### src/rtl/downsample_ctrl.sv
// downsample_ctrl: raster-order sequencer for the flexible-downsampling layer.
// Walks every pixel of the HOUT x HOUT output map, derives fixed-point source
// coordinates by accumulating the stride, reads the four bilinear neighbours
// from the ifmap buffer (1-cycle read latency) and presents them, together
// with the fractional weights, to the interpolator on a valid/ready stream.
module downsample_ctrl #(
   parameter int HIN      = 27,
   parameter int HOUT     = 19,
   parameter int FRAC_W   = 8,
   parameter int STRIDE_Q = 370,
   parameter int ADDR_W   = $clog2(HIN*HIN),
   parameter int OADDR_W  = $clog2(HOUT*HOUT)
) (
   input  logic               clk,
   input  logic               rst,
   input  logic               start,
   output logic               busy,
   output logic               done,
   output logic               rd_en,
   output logic [ADDR_W-1:0]  rd_addr,
   input  logic [7:0]         rd_data,
   output logic               out_valid,
   input  logic               out_ready,
   output logic [OADDR_W-1:0] out_addr,
   output logic [FRAC_W-1:0]  out_fx,
   output logic [FRAC_W-1:0]  out_fy,
   output logic [7:0]         out_a1,
   output logic [7:0]         out_a2,
   output logic [7:0]         out_a3,
   output logic [7:0]         out_a4
);

   // Position accumulators must hold (HOUT-1)*STRIDE_Q and always carry at
   // least one integer bit above the fraction.
   localparam int POS_RAW = $clog2((HOUT-1)*STRIDE_Q + 1);
   localparam int POS_W   = (POS_RAW > FRAC_W) ? POS_RAW : FRAC_W + 1;
   localparam int CNT_W   = (HOUT > 1) ? $clog2(HOUT) : 1;

   localparam logic [ADDR_W-1:0] MAX_IDX  = ADDR_W'(HIN - 1);
   localparam logic [ADDR_W-1:0] ROW_LEN  = ADDR_W'(HIN);
   localparam logic [POS_W-1:0]  STEP     = POS_W'(STRIDE_Q);
   localparam logic [CNT_W-1:0]  LAST_IDX = CNT_W'(HOUT - 1);

   typedef enum logic [2:0] {
      IDLE,
      RD0,
      RD1,
      RD2,
      RD3,
      CAP,
      EMIT,
      DONE
   } state_t;

   state_t               state_q,     state_d;
   logic [CNT_W-1:0]     i_q,         i_d;
   logic [CNT_W-1:0]     j_q,         j_d;
   logic [POS_W-1:0]     px_q,        px_d;
   logic [POS_W-1:0]     py_q,        py_d;
   logic [OADDR_W-1:0]   oaddr_q,     oaddr_d;
   logic                 busy_q,      busy_d;
   logic                 done_q,      done_d;
   logic                 rd_en_q,     rd_en_d;
   logic [ADDR_W-1:0]    rd_addr_q,   rd_addr_d;
   logic                 out_valid_q, out_valid_d;
   logic [OADDR_W-1:0]   out_addr_q,  out_addr_d;
   logic [FRAC_W-1:0]    out_fx_q,    out_fx_d;
   logic [FRAC_W-1:0]    out_fy_q,    out_fy_d;
   logic [7:0]           out_a1_q,    out_a1_d;
   logic [7:0]           out_a2_q,    out_a2_d;
   logic [7:0]           out_a3_q,    out_a3_d;
   logic [7:0]           out_a4_q,    out_a4_d;

   logic [ADDR_W-1:0]    row_lo, row_hi, col_lo, col_hi;
   logic [FRAC_W-1:0]    frac_x, frac_y;
   logic                 last_pix;

   // Ceil of a fixed-point position: bump the floor when any fraction remains,
   // then pin it to the last valid row/column of the ifmap.
   function automatic logic [ADDR_W-1:0] ceil_idx(input logic [ADDR_W-1:0] fl,
                                                  input logic [FRAC_W-1:0] fr);
      logic [ADDR_W-1:0] c;
      c = (fr != '0) ? fl + ADDR_W'(1) : fl;
      if (c > MAX_IDX) begin
         c = MAX_IDX;
      end
      return c;
   endfunction

   // Linear ifmap address of (row, col); HIN is a constant so this is shift-add.
   function automatic logic [ADDR_W-1:0] map_addr(input logic [ADDR_W-1:0] r,
                                                  input logic [ADDR_W-1:0] c);
      return r * ROW_LEN + c;
   endfunction

   assign last_pix = (i_q == LAST_IDX) && (j_q == LAST_IDX);

   // Sequencer: state transitions, raster stepping and neighbour capture.
   always_comb begin
      state_d    = state_q;
      i_d        = i_q;
      j_d        = j_q;
      px_d       = px_q;
      py_d       = py_q;
      oaddr_d    = oaddr_q;
      out_addr_d = out_addr_q;
      out_fx_d   = out_fx_q;
      out_fy_d   = out_fy_q;
      out_a1_d   = out_a1_q;
      out_a2_d   = out_a2_q;
      out_a3_d   = out_a3_q;
      out_a4_d   = out_a4_q;
      case (state_q)
         IDLE: begin
            if (start) begin
               state_d = RD0;
               i_d     = '0;
               j_d     = '0;
               px_d    = '0;
               py_d    = '0;
               oaddr_d = '0;
            end
         end
         RD0: begin
            state_d = RD1;
         end
         RD1: begin
            state_d  = RD2;
            out_a4_d = rd_data;
         end
         RD2: begin
            state_d  = RD3;
            out_a3_d = rd_data;
         end
         RD3: begin
            state_d  = CAP;
            out_a2_d = rd_data;
         end
         CAP: begin
            state_d    = EMIT;
            out_a1_d   = rd_data;
            out_fx_d   = px_q[FRAC_W-1:0];
            out_fy_d   = py_q[FRAC_W-1:0];
            out_addr_d = oaddr_q;
         end
         EMIT: begin
            if (out_ready) begin
               if (last_pix) begin
                  state_d = DONE;
               end else begin
                  state_d = RD0;
                  oaddr_d = oaddr_q + OADDR_W'(1);
                  if (j_q == LAST_IDX) begin
                     j_d  = '0;
                     px_d = '0;
                     i_d  = i_q + CNT_W'(1);
                     py_d = py_q + STEP;
                  end else begin
                     j_d  = j_q + CNT_W'(1);
                     px_d = px_q + STEP;
                  end
               end
            end
         end
         DONE: begin
            state_d = IDLE;
         end
         default: begin
            state_d = IDLE;
         end
      endcase
   end

   // Next-cycle outputs: neighbour addresses come from the upcoming position so
   // the first read of a pixel is already correct in the cycle RD0 is entered.
   always_comb begin
      row_lo = ADDR_W'(py_d >> FRAC_W);
      col_lo = ADDR_W'(px_d >> FRAC_W);
      frac_y = py_d[FRAC_W-1:0];
      frac_x = px_d[FRAC_W-1:0];
      row_hi = ceil_idx(row_lo, frac_y);
      col_hi = ceil_idx(col_lo, frac_x);
      rd_addr_d = '0;
      case (state_d)
         RD0:     rd_addr_d = map_addr(row_lo, col_lo);
         RD1:     rd_addr_d = map_addr(row_lo, col_hi);
         RD2:     rd_addr_d = map_addr(row_hi, col_lo);
         RD3:     rd_addr_d = map_addr(row_hi, col_hi);
         default: rd_addr_d = '0;
      endcase
      rd_en_d     = state_d inside {RD0, RD1, RD2, RD3};
      busy_d      = state_d inside {RD0, RD1, RD2, RD3, CAP, EMIT};
      done_d      = (state_d == DONE);
      out_valid_d = (state_d == EMIT);
   end

   // State and output registers; reset clears everything and wins over start.
   always_ff @(posedge clk) begin
      if (rst) begin
         state_q     <= IDLE;
         i_q         <= '0;
         j_q         <= '0;
         px_q        <= '0;
         py_q        <= '0;
         oaddr_q     <= '0;
         busy_q      <= 1'b0;
         done_q      <= 1'b0;
         rd_en_q     <= 1'b0;
         rd_addr_q   <= '0;
         out_valid_q <= 1'b0;
         out_addr_q  <= '0;
         out_fx_q    <= '0;
         out_fy_q    <= '0;
         out_a1_q    <= '0;
         out_a2_q    <= '0;
         out_a3_q    <= '0;
         out_a4_q    <= '0;
      end else begin
         state_q     <= state_d;
         i_q         <= i_d;
         j_q         <= j_d;
         px_q        <= px_d;
         py_q        <= py_d;
         oaddr_q     <= oaddr_d;
         busy_q      <= busy_d;
         done_q      <= done_d;
         rd_en_q     <= rd_en_d;
         rd_addr_q   <= rd_addr_d;
         out_valid_q <= out_valid_d;
         out_addr_q  <= out_addr_d;
         out_fx_q    <= out_fx_d;
         out_fy_q    <= out_fy_d;
         out_a1_q    <= out_a1_d;
         out_a2_q    <= out_a2_d;
         out_a3_q    <= out_a3_d;
         out_a4_q    <= out_a4_d;
      end
   end

   assign busy      = busy_q;
   assign done      = done_q;
   assign rd_en     = rd_en_q;
   assign rd_addr   = rd_addr_q;
   assign out_valid = out_valid_q;
   assign out_addr  = out_addr_q;
   assign out_fx    = out_fx_q;
   assign out_fy    = out_fy_q;
   assign out_a1    = out_a1_q;
   assign out_a2    = out_a2_q;
   assign out_a3    = out_a3_q;
   assign out_a4    = out_a4_q;

endmodule

### config.mk
export PLATFORM = sky130hd
export DESIGN_NAME = downsample_ctrl
export DESIGN_NICKNAME = d
export VERILOG_FILES = /design/src/rtl/downsample_ctrl.sv
export SDC_FILE = /design/constraint.sdc
export NUM_CORES = 1
export LEC_CHECK = 0
export CORE_MARGIN = 2
export CORE_UTILIZATION = 40
export DETAILED_ROUTE_END_ITERATION = 8
export PLACE_DENSITY_LB_ADDON = 0.08
export SLEW_MARGIN = 10
export SYNTH_ARGS = -nofsm -noshare
export SYNTH_HDL_FRONTEND = slang
export SYNTH_SLANG_ARGS = --single-unit
### constraint.sdc
create_clock -name clk -period 8.5 [get_ports clk]
set_input_delay 1.7 -clock clk [delete_from_list [all_inputs] [get_ports clk]]
set_output_delay 1.7 -clock clk [all_outputs]
set_load 0.005 [all_outputs]
Word-level counts from Yosys, hierarchy flattened
Cells that the tools add are included.
{"block": "op_classes", "addsub": 11, "multipliers": 2, "magnitude_cmp": 2, "n_eq_ne": 20, "n_mux": 32, "reduce_logical": 9}
{"cell": "$mux W13", "n": 8}
{"cell": "$pmux W13 S2", "n": 2}
{"cell": "$pmux W10 S4", "n": 1}
{"cell": "$mux W5", "n": 7}
{"cell": "$mux W9", "n": 3}
{"cell": "$add A13 B9 Y13 const B", "n": 2}
{"cell": "$eq A3 B3 Y1 const B", "n": 8}
{"cell": "$mux W6", "n": 4}
{"cell": "$pmux W3 S8", "n": 1}
{"cell": "$add A10 B10 Y10", "n": 2}
{"cell": "$add A10 B5 Y10", "n": 2}
{"cell": "$pmux W5 S2", "n": 2}
{"cell": "$pmux W9 S2", "n": 1}
{"cell": "$reduce_bool A8 Y1", "n": 2}
{"cell": "$add A5 B1 Y6 const B", "n": 2}
{"cell": "$eq A3 B2 Y1 const B", "n": 4}
{"cell": "$gt A6 B5 Y1 const B", "n": 2}
{"cell": "$add A5 B1 Y5 const B", "n": 2}
{"cell": "$eq A5 B5 Y1 const B", "n": 2}
{"cell": "$mul A10 B5 Y10 const B", "n": 1}
{"cell": "$mul A5 B5 Y10 const B", "n": 1}
{"cell": "$add A9 B1 Y9 const B", "n": 1}
{"cell": "$mux W3", "n": 3}
{"cell": "$ne A2 B2 Y1 const B", "n": 4}
{"cell": "8 further kinds", "n": 9}
{"block": "word_totals", "ff_bits": 119, "input_bits": 12, "output_inout_bits": 71, "elab_cells": 94}

Logic depth before layout (Yosys ltp)
Gate-level depths: netlist of run 1.
{"block": "depth", "word_depth": 12, "mapped_depth": 33, "mapped_depth_nobuf": 32}

Worst setup path before layout of run 1
No wires, ideal clock.
{"block": "synth_timing", "path_kind": "in2reg", "from": "input port start", "to": "register rd_addr_q[7], in the netlist rd_addr[7]", "setup_ns": 0.128, "arrival_ns": 7.434, "required_ns": 8.372, "setup_slack_ns": 0.939, "cell_stages": 25, "path_buffers": 2, "path_cell_list": "or4b_4 buf_6 and2_4 buf_6 a22oi_1 inv_1 ha_1 xnor2_1 a41o_1 a21o_1 a211o_1 ha_1 inv_1 fa_1 inv_1 fa_1 ha_1 o21a_1 o21a_1 or2_2 o21ai_0 a21boi_0 xor2_1 a22oi_1 nor2_1"}
{"block": "synth_via", "elab_chain_len": 9, "elab_cells_between_ends": 27, "cone_classes": "add/sub: 6; mul: 2; order compare: 2; eq/ne: 4; mux: 11; reduce/logical: 2"}
{"element": "start: declaration", "line": "16", "source": "input logic start,"}
{"element": "$mux W13 (*)", "line": "115", "source": "if (start) begin"}
{"element": "$pmux W13 S2 (*)", "line": "113", "source": "case (state_q)"}
{"element": "via py_d[11]", "line": "59", "source": "logic [POS_W-1:0] py_q, py_d;"}
{"element": "$add A5 B1 Y6", "line": "83", "source": "c = (fr != '0) ? fl + ADDR_W'(1) : fl;"}
{"element": "$mux W6", "line": "83"}
{"element": "$gt A6 B5 Y1", "line": "84", "source": "if (c > MAX_IDX) begin"}
{"element": "$mux W6", "line": "84"}
{"element": "$mul A10 B5 Y10", "line": "93", "source": "return r * ROW_LEN + c;"}
{"element": "$add A10 B10 Y10 / $add A10 B5 Y10 (equally long branches)", "line": "93"}
{"element": "$pmux W10 S4 (*)", "line": "184", "source": "case (state_d)"}
{"element": "end signal: assignment", "line": "228", "source": "rd_addr_q <= rd_addr_d;"}
{"element": "end: declaration", "line": "64", "source": "logic [ADDR_W-1:0] rd_addr_q, rd_addr_d;"}
The timed path passes the listed nets; every way through them passes the cells marked *.
A chain may end at the register's enable or synchronous reset.

Final worst setup path of run 1
{"block": "layout_timing", "from": "input port start", "to": "register rd_addr_q[9], in the netlist rd_addr[9]"}
{"block": "layout_via", "elab_chain_len": 9, "elab_cells_between_ends": 27, "cone_classes": "add/sub: 6; mul: 2; order compare: 2; eq/ne: 4; mux: 11; reduce/logical: 2"}
{"element": "$mux W13", "line": "115"}
{"element": "$pmux W13 S2", "line": "113"}
{"element": "$add A5 B1 Y6 / $reduce_bool A8 Y1 (equally long branches)", "line": "83"}
{"element": "$mux W6", "line": "83"}
{"element": "$gt A6 B5 Y1", "line": "84"}
{"element": "$mux W6", "line": "84"}
{"element": "$mul A10 B5 Y10", "line": "93"}
{"element": "$add A10 B10 Y10 / $add A10 B5 Y10 (equally long branches)", "line": "93"}
{"element": "$pmux W10 S4 (*)", "line": "184"}
Mark *: on every way between the ends. The rest lies on a longest branch, timed or not.

==> metrics.txt, run 1 <==
status complete, no violations; Cell Rows between 40 and 50; Num CTS Buffers 17; Min-Delay Path Class reg2reg; Net count, final around 1,100; worst path cell trace clkdlybuf4s50_1, or4b_4, a311oi_1, a21oi_1, nor4_1, nand3_1, a41o_1, a21o_1, a211o_1, ha_1, inv_1, fa_1, inv_1, fa_1, ha_1, o21a_1, o21a_1, or2_2, o21a_1, nor3_1, nand3_1, xnor2_1, o2bb2ai_1; Fin. Hold Viols 0; Initial Util roughly two fifths; DP HPWL between 10 and 15 mm; RSZ-0062 raised after global routing no; Synth Cell Area ~0.0074 sq mm; Post-Synth XOR/XNOR Area under 10%; sequential area share after synthesis approximately 32%; layout cells sized above 1 under 10%; Worst setup EP type register; power density over cell area around 160 mW/mm^2; clk_lat worst skew around 0.42 ns; CTS H-tree lvls 4; Tcrit/Tclk final around nine tenths; post_cts resized 0; GP Congestion around 0.9; max incr delay on CP 0.57 ns; fin crit period around 7.7 ns; main combinational cell family by area after synthesis simple AND/OR/NAND/NOR gates; DR vias approximately 6,600; WL final 19.9 mm; Worst R2R Path Depth 24; vias in the first global route roughly 6,300; First-pass DRT Iterations 5; hold path start out_fx[1]; worst reg2reg setup slack ~1.7 ns; clock slew at reported path FFs 0.06 ns; post-synthesis async set-or-reset flop share 0%; Post-synth EDFFs 0; fmax 129 MHz; via/cell ratio around 5.4; RR Endpoint rd_addr[9]; clock skew approximately 0.018 ns; setup TNS 0 ns; DIE HEIGHT 140 microns; Post-Synth Simple-Gate Area 22.7%; antenna violations before repair 0; pin count of the biggest net entering global routing 85; Port Buffers a little over 80; Max Slew Vio Count 0; maxcap violations 0; most frequent cells in the layout nand2_1 (152), dfxtp_1 (119), a21oi_1 (89), clkdlybuf4s50_1 (81), nor2_1 (80); Hold EP out_fx[1]; Worst setup SP type input port; synth warn 0; dpl cells around 1,200; Top delay family on crit path simple AND/OR/NAND/NOR gates; peak supply drop approximately 0.00018 V; DRC 0; Synth-to-Final Area Change 22.4%; Crit Path Category in2reg; commonest non-fill, non-tap cell in the layout nand2_1; number of buffers and inverters on the critical path 3; mux share of post-synthesis cell area about 2.4%; worst endpoint data arrival time ~8.1 ns; root buffer cell clkbuf_16; Worst path slowest cell or4b_4; Congestion Overflow GR 0; crit path max fanout 9; Total GRT Usage roughly a fifth; Hold Crit Depth 2; Avg WL per Cell 16.1 microns; final setup fails 0; antenna viol nets, final 0; Synth Area in Compound Gates 19.2%; IO Pins between 80 and 90; Post-CTS Hold Fix Bufs 0; first-pass GRT wire length approximately 32 mm; syn avg cell area ~8 sq um; Synth Area in Adders around an eighth; Core Box Area ~0.018 sq mm; Slew @ Worst Pin 0.957 ns; Initial DRC Count between 400 and 500; synthesized flop and latch total 119; critical path required time 8.82 ns; Post-Syn Instances slightly above 900; relative slew slack 36.0%; Die Width between 100 and 150 microns; Lkg Pwr approximately 0.0038 uW; FF-to-FF Start j_q[0]; CTS tree built; Netlist cell types 73; Most common cell on crit path o21a_1; Bufs on Longest Clock Path 2; CTS sink cnt around 120; setup bufs post-CTS 0; Worst Setup SP start; top_reg_cell synth dfxtp_1; Die ar. around 0.020 sq mm; diode count 0; post-route insts no fill ~1,200
-- state kept, by name, summed over array words and instances (netlist names), 3 cells and up --
register  flops
px_q         13
out_fy        8
out_fx        8
i_q           5
py_q         13
out_addr      9
j_q           5
state_q       3
out_a2        8
out_a3        8
rd_addr      10
out_a1        8
oaddr_q       9
out_a4        8
-- Yosys cell counts (all sizes together), types with 6 or more instances --
| cell type | count | share of area, % |
|---|---|---|
| nand2 | 153 | 7.9 |
| dfxtp | 119 | 32 |
| a21oi | 90 | 6.2 |
| nor2 | 81 | 4.1 |
| ha | 60 | 10 |
| clkbuf | 42 | 2.1 |
| inv | 39 | 2.0 |
| o21ai | 28 | 1.9 |
| xor2 | 24 | 2.8 |
| nor3 | 23 | 1.6 |
| nand3 | 21 | 1.4 |
| xnor2 | 21 | 2.5 |
| a21o | 17 | 1.7 |
| mux2i | 13 | 1.8 |
| or3 | 13 | 1.1 |
| a211oi | 12 | 1.2 |
| a22oi | 12 | 1.2 |
| buf | 12 | 1.2 |
| nand4 | 11 | 0.93 |
| fa | 10 | 2.7 |
| nor2b | 10 | 0.85 |
| o21a | 9 | 0.91 |
| and3 | 8 | 0.68 |
| a31oi | 7 | 0.59 |
| nand2b | 7 | 0.59 |
| nor4 | 6 | 0.51 |
-- where the power goes --
part	total (uW)	switching (uW)	internal, uW
Sequential	576	9.53	566
Clock	748	278	470
Combinational	97.3	60.0	37.2
Total	1420	348	1070
-- per-layer routing --
layer	vias up	GRT usage, %	share of wire, %
met1	3114	26.8	46
met5	-	0	0
met3	27	4.07	3.5
met2	132	34.2	48
met4	0	6.53	1.7
li1	3375	-	-
-- kinds of logic after synthesis --
family	count (synthesis)
muxes	17
adders and majority gates	70
other	1
DFF	119
AOI/OAI and AO/OA	219
xor gates and xnor gates	45
and+or+nand+nor	358
buffers and inverters	93
-- final cells by class --
cell class / count / area, sq um
fillers: 1831 / 8980
multi-input cells: 713 / 4630
flip-flops and latches: 119 / 2380
repair buffers: 105 / 991
clock buffers: 18 / 439
well taps: 229 / 287
clock inverters: 14 / 171
inverters: 39 / 146
-- through the flow --
| stage | hold WS [ns] | total power (uW) | utilization [%] | worst slack (ns) | instance area (sq um) |
|---|---|---|---|---|---|
| 6_report | 0.453 | 1420 | 50.2 | 0.755 | 9050 |
| 5_1_grt | 0.469 | 1470 | 50.2 | 0.262 | 9050 |
| 4_1_cts | 0.455 | 1440 | 50.2 | 0.749 | 9050 |
| 3_5_place_dp | 0.447 | 685 | 46.8 | 0.328 | 8440 |
| 3_3_place_gp | 0.441 | 686 | 46.8 | 0.315 | 8440 |
| 2_1_floorplan | 0.422 | 651 | - | 0.939 | 7410 |
-- how the worst max path moves through the flow --
stage	depth (start not counted)	endpoint	slack [ns]
floorplan	25	rd_addr[7]	0.94
global placement	23	rd_addr[7]	0.32
detailed placement	23	rd_addr[9]	0.33
CTS	23	rd_addr[9]	0.75
global route	23	rd_addr[7]	0.26
finish	23	rd_addr[9]	0.75
-- tightest hold or removal path, cell delays in order (launching register included) --
cell,delay [ns]
dfxtp_1,0.31
nand2_1,0.05
a21oi_1,0.05
Note: power is estimated with default switching activity, not from simulation.
==> run 2, diff against run 1 <==
--- a/config.mk
+++ b/config.mk
@@ -5,7 +5,7 @@
 export SDC_FILE = /design/constraint.sdc
 export NUM_CORES = 1
 export LEC_CHECK = 0
-export CORE_MARGIN = 2
+export CORE_MARGIN = 1
 export CORE_UTILIZATION = 40
 export DETAILED_ROUTE_END_ITERATION = 8
 export PLACE_DENSITY_LB_ADDON = 0.08
==> metrics.txt, run 2 (same netlist as run 1, synthesis figures left out) <==
Die Width 138 microns (was 140 microns); worst path cell trace clkdlybuf4s50_1, or4b_4, a311oi_1, a21oi_1, nor4_1, nand3_1, a41o_1, a21o_1, a211o_1, ha_1, inv_1, fa_1, inv_1, fa_1, ha_1, o21a_1, o21a_1, or2_2, o21ai_0, a21boi_0, nand3_1, xor2_1, o2bb2ai_1 (was clkdlybuf4s50_1, or4b_4, a311oi_1, a21oi_1, nor4_1, nand3_1, a41o_1, a21o_1, a211o_1, ha_1, inv_1, fa_1, inv_1, fa_1, ha_1, o21a_1, o21a_1, or2_2, o21a_1, nor3_1, nand3_1, xnor2_1, o2bb2ai_1); Place WS 0.199 ns (was 0.328 ns); Min-Delay Path Class reg2reg (unchanged); Bufs on Longest Clock Path 2 (unchanged); Synth-to-Final Area Change 22.5% (was 22.4%); vias in the first global route 6,068 (was 6,260); layout cells sized above 1 7.44% (unchanged); CTS tree built (unchanged); Max Slew Vio Count 0 (unchanged); Lkg Pwr 0.00386 uW (was 0.00385 uW); fmax 127 MHz (was 129 MHz); GP Congestion 0.891 (was 0.908); clock slew at reported path FFs 0.06 ns (about the same); root buffer cell clkbuf_16 (unchanged); DR vias 6,591 (was 6,648); antenna viol nets, final 0 (unchanged); multi-input logic area 0.00463 sq mm (unchanged); Net count, final 1,077 (unchanged); Congestion Overflow GR 0 (unchanged); FF-to-FF Start j_q[0] (unchanged); Initial DRC Count 382 (was 437); final setup fails 0 (unchanged); worst endpoint data arrival time 8.23 ns (was 8.06 ns); Tcrit/Tclk final 92.7% (was 91.1%); setup bufs post-CTS 0 (unchanged); Total GRT Usage 21.6% (was 20.5%); Core Box Area 0.0180 sq mm (unchanged); First-pass DRT Iterations 4 (was 5); Hold EP out_a3[6] (was out_fx[1]); via/cell ratio 5.33 (was 5.37); DP HPWL 14.3 mm (about the same); max incr delay on CP 0.56 ns (was 0.57 ns); most frequent cells in the layout nand2_1 (152), dfxtp_1 (119), a21oi_1 (89), clkdlybuf4s50_1 (81), nor2_1 (80) (unchanged); DIE HEIGHT 138 microns (was 140 microns); Worst path slowest cell or4b_4 (unchanged); final-layout fill cell count 1,793 (was 1,831); Design Area, Final 0.00906 sq mm (was 0.00905 sq mm); crit path max fanout 9 (unchanged); final setup margin 0.618 ns (was 0.755 ns); setup TNS 0 ns (unchanged); clk_lat worst skew 0.42 ns (about the same); number of buffers and inverters on the critical path 3 (unchanged); maxcap violations 0 (unchanged); first-pass GRT wire length 31.6 mm (was 32.4 mm); CTS sink cnt 119 (unchanged); RSZ-0062 raised after global routing no (unchanged); Num CTS Buffers 17 (unchanged); Port Buffers 82 (unchanged); Cell Rows 49 (unchanged); peak supply drop 0.000196 V (was 0.000183 V); RR Endpoint rd_addr[9] (unchanged); IO Pins 83 (unchanged); status complete, no violations (unchanged); Placed Area 0.00844 sq mm (unchanged); Core Util, Final 50.2% (about the same); antenna violations before repair 0 (unchanged); dpl cells 1,205 (unchanged); Hold Crit Depth 2 (unchanged); CTS H-tree lvls 4 (unchanged); Crit Path Category in2reg (unchanged); Post-CTS Hold Fix Bufs 0 (unchanged); pin count of the biggest net entering global routing 84 (was 85); diode count 0 (unchanged); Slew @ Worst Pin 1.01 ns (was 0.957 ns); post_cts resized 0 (unchanged); critical path required time 8.85 ns (was 8.82 ns); Worst setup EP type register (unchanged); commonest non-fill, non-tap cell in the layout nand2_1 (unchanged); Worst R2R Path Depth 24 (unchanged); Avg WL per Cell 16.1 microns (about the same); Fin. Hold Viols 0 (unchanged); Storage cell area 0.00238 sq mm (unchanged); Initial Util 41.0% (unchanged); relative slew slack 32.5% (was 36.0%); Die ar. 0.0190 sq mm (was 0.0196 sq mm); fin crit period 7.88 ns (was 7.75 ns); post-route insts no fill 1,237 (unchanged); clock skew 0.0101 ns (was 0.0183 ns); worst reg2reg setup slack 1.50 ns (was 1.65 ns); WL final 19.9 mm (about the same); Worst setup SP type input port (unchanged); DRC 0 (unchanged); power density over cell area 158 mW/mm^2 (was 157 mW/mm^2); Top delay family on crit path compound AO/OA/AOI/OAI gates (was simple AND/OR/NAND/NOR gates); hold path start out_a3[6] (was out_fx[1])
[run 2: cell count changes in the layout (fill, tap and decap cells not counted)]
cell	change
clkbuf_8	+1
clkinv_2	-1
clkinv_4	+1
clkinvlp_4	-1
[run 2: stage by stage]
stage          hold WS, ns  total power (uW)
6_report             0.452              1430
4_1_cts              0.454              1450
3_5_place_dp         0.446               686
5_1_grt              0.472              1480
3_3_place_gp         0.443               686
2_1_floorplan        0.422               651
[run 2: report_power, final]
part	internal, uW	leakage (uW)	total (uW)	switching [uW]
Clock	479	0.000300	756	277
Sequential	566	0.000961	575	8.93
Combinational	37.4	0.00259	98.9	61.5
[run 2: worst min-delay path, cell delays in order, from the launching register on]
cell	delay [ns]
dfxtp_1	0.30
nand2_1	0.05
a21oi_1	0.05
[run 2: layer usage]
metal  vias up  GRT usage (%)  share of wire [%]
met5         -              0                  0
met4         0           8.15                2.1
met3        30           4.35                3.5
met2       149           35.5                 47
met1      3036           27.8                 47
li1       3376              -                  -
[run 2: cell type report]
type                            count  share of cell area (%)
Clock buffer                       19                    5.00
Clock inverter                     13                    1.85
Inverter                           39                    1.62
Multi-Input combinational cell    713                    51.1
Sequential cell                   119                    26.3
Tap cell                          229                    3.16
Timing Repair Buffer              105                    10.9
[run 2: how the worst max path moves through the flow]
stage / cells after the start / slack (ns) / to / start
after floorplan: 25 / 0.94 / rd_addr[7] / start
after global placement: 23 / 0.28 / rd_addr[7] / start
after detailed placement: 23 / 0.20 / rd_addr[9] / start
after CTS: 23 / 0.65 / rd_addr[9] / start
after global routing: 25 / 0.08 / rd_addr[7] / start
final: 23 / 0.62 / rd_addr[9] / start
==> run 3, diff against run 2 <==
--- a/config.mk
+++ b/config.mk
@@ -9,6 +9,7 @@
 export CORE_UTILIZATION = 40
 export DETAILED_ROUTE_END_ITERATION = 8
 export PLACE_DENSITY_LB_ADDON = 0.08
+export SETUP_SLACK_MARGIN = 0.4
 export SLEW_MARGIN = 10
 export SYNTH_ARGS = -nofsm -noshare
 export SYNTH_HDL_FRONTEND = slang
==> metrics.txt, run 3 (same netlist as run 1, synthesis figures left out) <==
GP Congestion 0.891 (unchanged); antenna viol nets, final 0 (unchanged); layout cells sized above 1 7.64% (was 7.44%); diode count 0 (unchanged); RR Endpoint rd_addr[9] (unchanged); CTS H-tree lvls 4 (unchanged); Net count, final 1,077 (unchanged); Worst path slowest cell or4b_4 (unchanged); peak supply drop 0.000196 V (about the same); root buffer cell clkbuf_16 (unchanged); Fin. Hold Viols 0 (unchanged); Min-Delay Path Class reg2reg (unchanged); Initial DRC Count 360 (was 382); Synth-to-Final Area Change 22.7% (was 22.5%); status complete, no violations (unchanged); Max Slew Vio Count 0 (unchanged); final setup margin 0.891 ns (was 0.618 ns); post-route insts no fill 1,237 (unchanged); Num CTS Buffers 17 (unchanged); worst reg2reg setup slack 1.77 ns (was 1.50 ns); most frequent cells in the layout nand2_1 (152), dfxtp_1 (119), a21oi_1 (89), clkdlybuf4s50_1 (81), nor2_1 (80) (unchanged); FF-to-FF Start j_q[0] (unchanged); First-pass DRT Iterations 5 (was 4); CP endpoint rd_addr[9] (unchanged); IO Pins 83 (unchanged); clock slew at reported path FFs 0.06 ns (about the same); Bufs on Longest Clock Path 2 (unchanged); post_cts resized 0 (unchanged); Most common cell on crit path ha_1; Tcrit/Tclk final 89.5% (was 92.7%); power density over cell area 158 mW/mm^2 (about the same); critical path required time 8.85 ns (about the same); clock skew 0.00906 ns (was 0.0101 ns); setup bufs post-CTS 0 (unchanged); Lkg Pwr 0.00387 uW (was 0.00386 uW); relative slew slack 32.1% (was 32.5%); hold slack 0.452 ns (about the same); Crit Path Category in2reg (unchanged); DR vias 6,602 (was 6,591); Worst setup SP type input port (unchanged); Placed Area 0.00844 sq mm (unchanged); CTS tree built (unchanged); final setup fails 0 (unchanged); DRC 0 (unchanged); worst endpoint data arrival time 7.95 ns (was 8.23 ns); Design Area, Final 0.00907 sq mm (was 0.00906 sq mm); Place WS 0.199 ns (unchanged); commonest non-fill, non-tap cell in the layout nand2_1 (unchanged); first-pass GRT wire length 31.6 mm (unchanged); fmax 131 MHz (was 127 MHz); WL final 19.9 mm (about the same); maxcap violations 0 (unchanged); Die Width 138 microns (unchanged); Initial Util 41.0% (unchanged); Congestion Overflow GR 0 (unchanged); fin crit period 7.61 ns (was 7.88 ns); Total GRT Usage 21.6% (unchanged); CTS sink cnt 119 (unchanged); dpl cells 1,205 (unchanged); max incr delay on CP 0.57 ns (was 0.56 ns); RSZ-0062 raised after global routing no (unchanged); setup TNS 0 ns (unchanged); Avg WL per Cell 16.1 microns (about the same); Die ar. 0.0190 sq mm (unchanged); clk_lat worst skew 0.42 ns (about the same); vias in the first global route 6,068 (unchanged); Slew @ Worst Pin 1.02 ns (was 1.01 ns); Port Buffers 82 (unchanged); Worst R2R Path Depth 25 (was 24); Post-CTS Hold Fix Bufs 0 (unchanged); final-layout fill cell count 1,791 (was 1,793); via/cell ratio 5.34 (was 5.33); Worst Setup SP start (unchanged); DP HPWL 14.3 mm (unchanged); Core Box Area 0.0180 sq mm (unchanged); Worst setup EP type register (unchanged); Cell Rows 49 (unchanged); crit path max fanout 9 (unchanged); pin count of the biggest net entering global routing 84 (unchanged); antenna violations before repair 0 (unchanged); DIE HEIGHT 138 microns (unchanged)
-- run 3: cell counts in the layout (fill, tap and decap cells not counted) --
Identical to the previous run, type by type.
-- run 3: area by class of cell --
cell class	instances	area, sq um	share of cell area (%)
tap	229	287	3.16
clock buffer	19	453	4.99
multi-input combinational	713	4650	51.2
inverter	39	146	1.61
clock inverter	13	168	1.85
timing repair buffer	105	991	10.9
sequential	119	2380	26.3
-- run 3: where the power goes --
part,switching (uW),internal (uW)
sequential,9.10,566
combinational,61.7,37.4
clock,276,479
total,347,1080
-- run 3: worst min-delay path by stage --
stage,start,endpoint,slack (ns),cells past startpoint
finish,out_a3[6],out_a3[6],0.45,2
global route,out_addr[6],out_addr[6],0.47,2
CTS,out_fx[2],out_fx[2],0.45,2
detailed placement,out_fx[2],out_fx[2],0.45,2
global placement,out_a4[7],out_a4[7],0.44,2
floorplan,py_q[0],py_q[0],0.42,2
-- run 3: stage by stage --
step	utilization [%]	total power, uW
3_5_place_dp	46.8	686
6_report	50.3	1430
2_1_floorplan	-	651
3_3_place_gp	46.8	686
5_1_grt	50.3	1480
4_1_cts	50.2	1450
-- run 3: per-layer routing --
| layer | wire length [microns] | global-route usage, % | part of all wire (%) | vias to the layer above |
|---|---|---|---|---|
| met2 | 9350 | 35.5 | 47 | 124 |
| li1 | - | - | - | 3391 |
| met5 | 0 | 0 | 0 | - |
| met3 | 615 | 4.35 | 3.1 | 32 |
| met1 | 9460 | 27.8 | 48 | 3055 |
| met4 | 433 | 8.15 | 2.2 | 0 |
-- run 3: worst max-delay path: cells and delay by family --
kind	cells	cell delay, ns
AO/OA/AOI/OAI	10	1.82
adder cells (fa/ha/maj)	5	1.66
AND/OR/NAND/NOR	7	1.60
buffers and inverters	4	0.68
XOR/XNOR	2	0.46
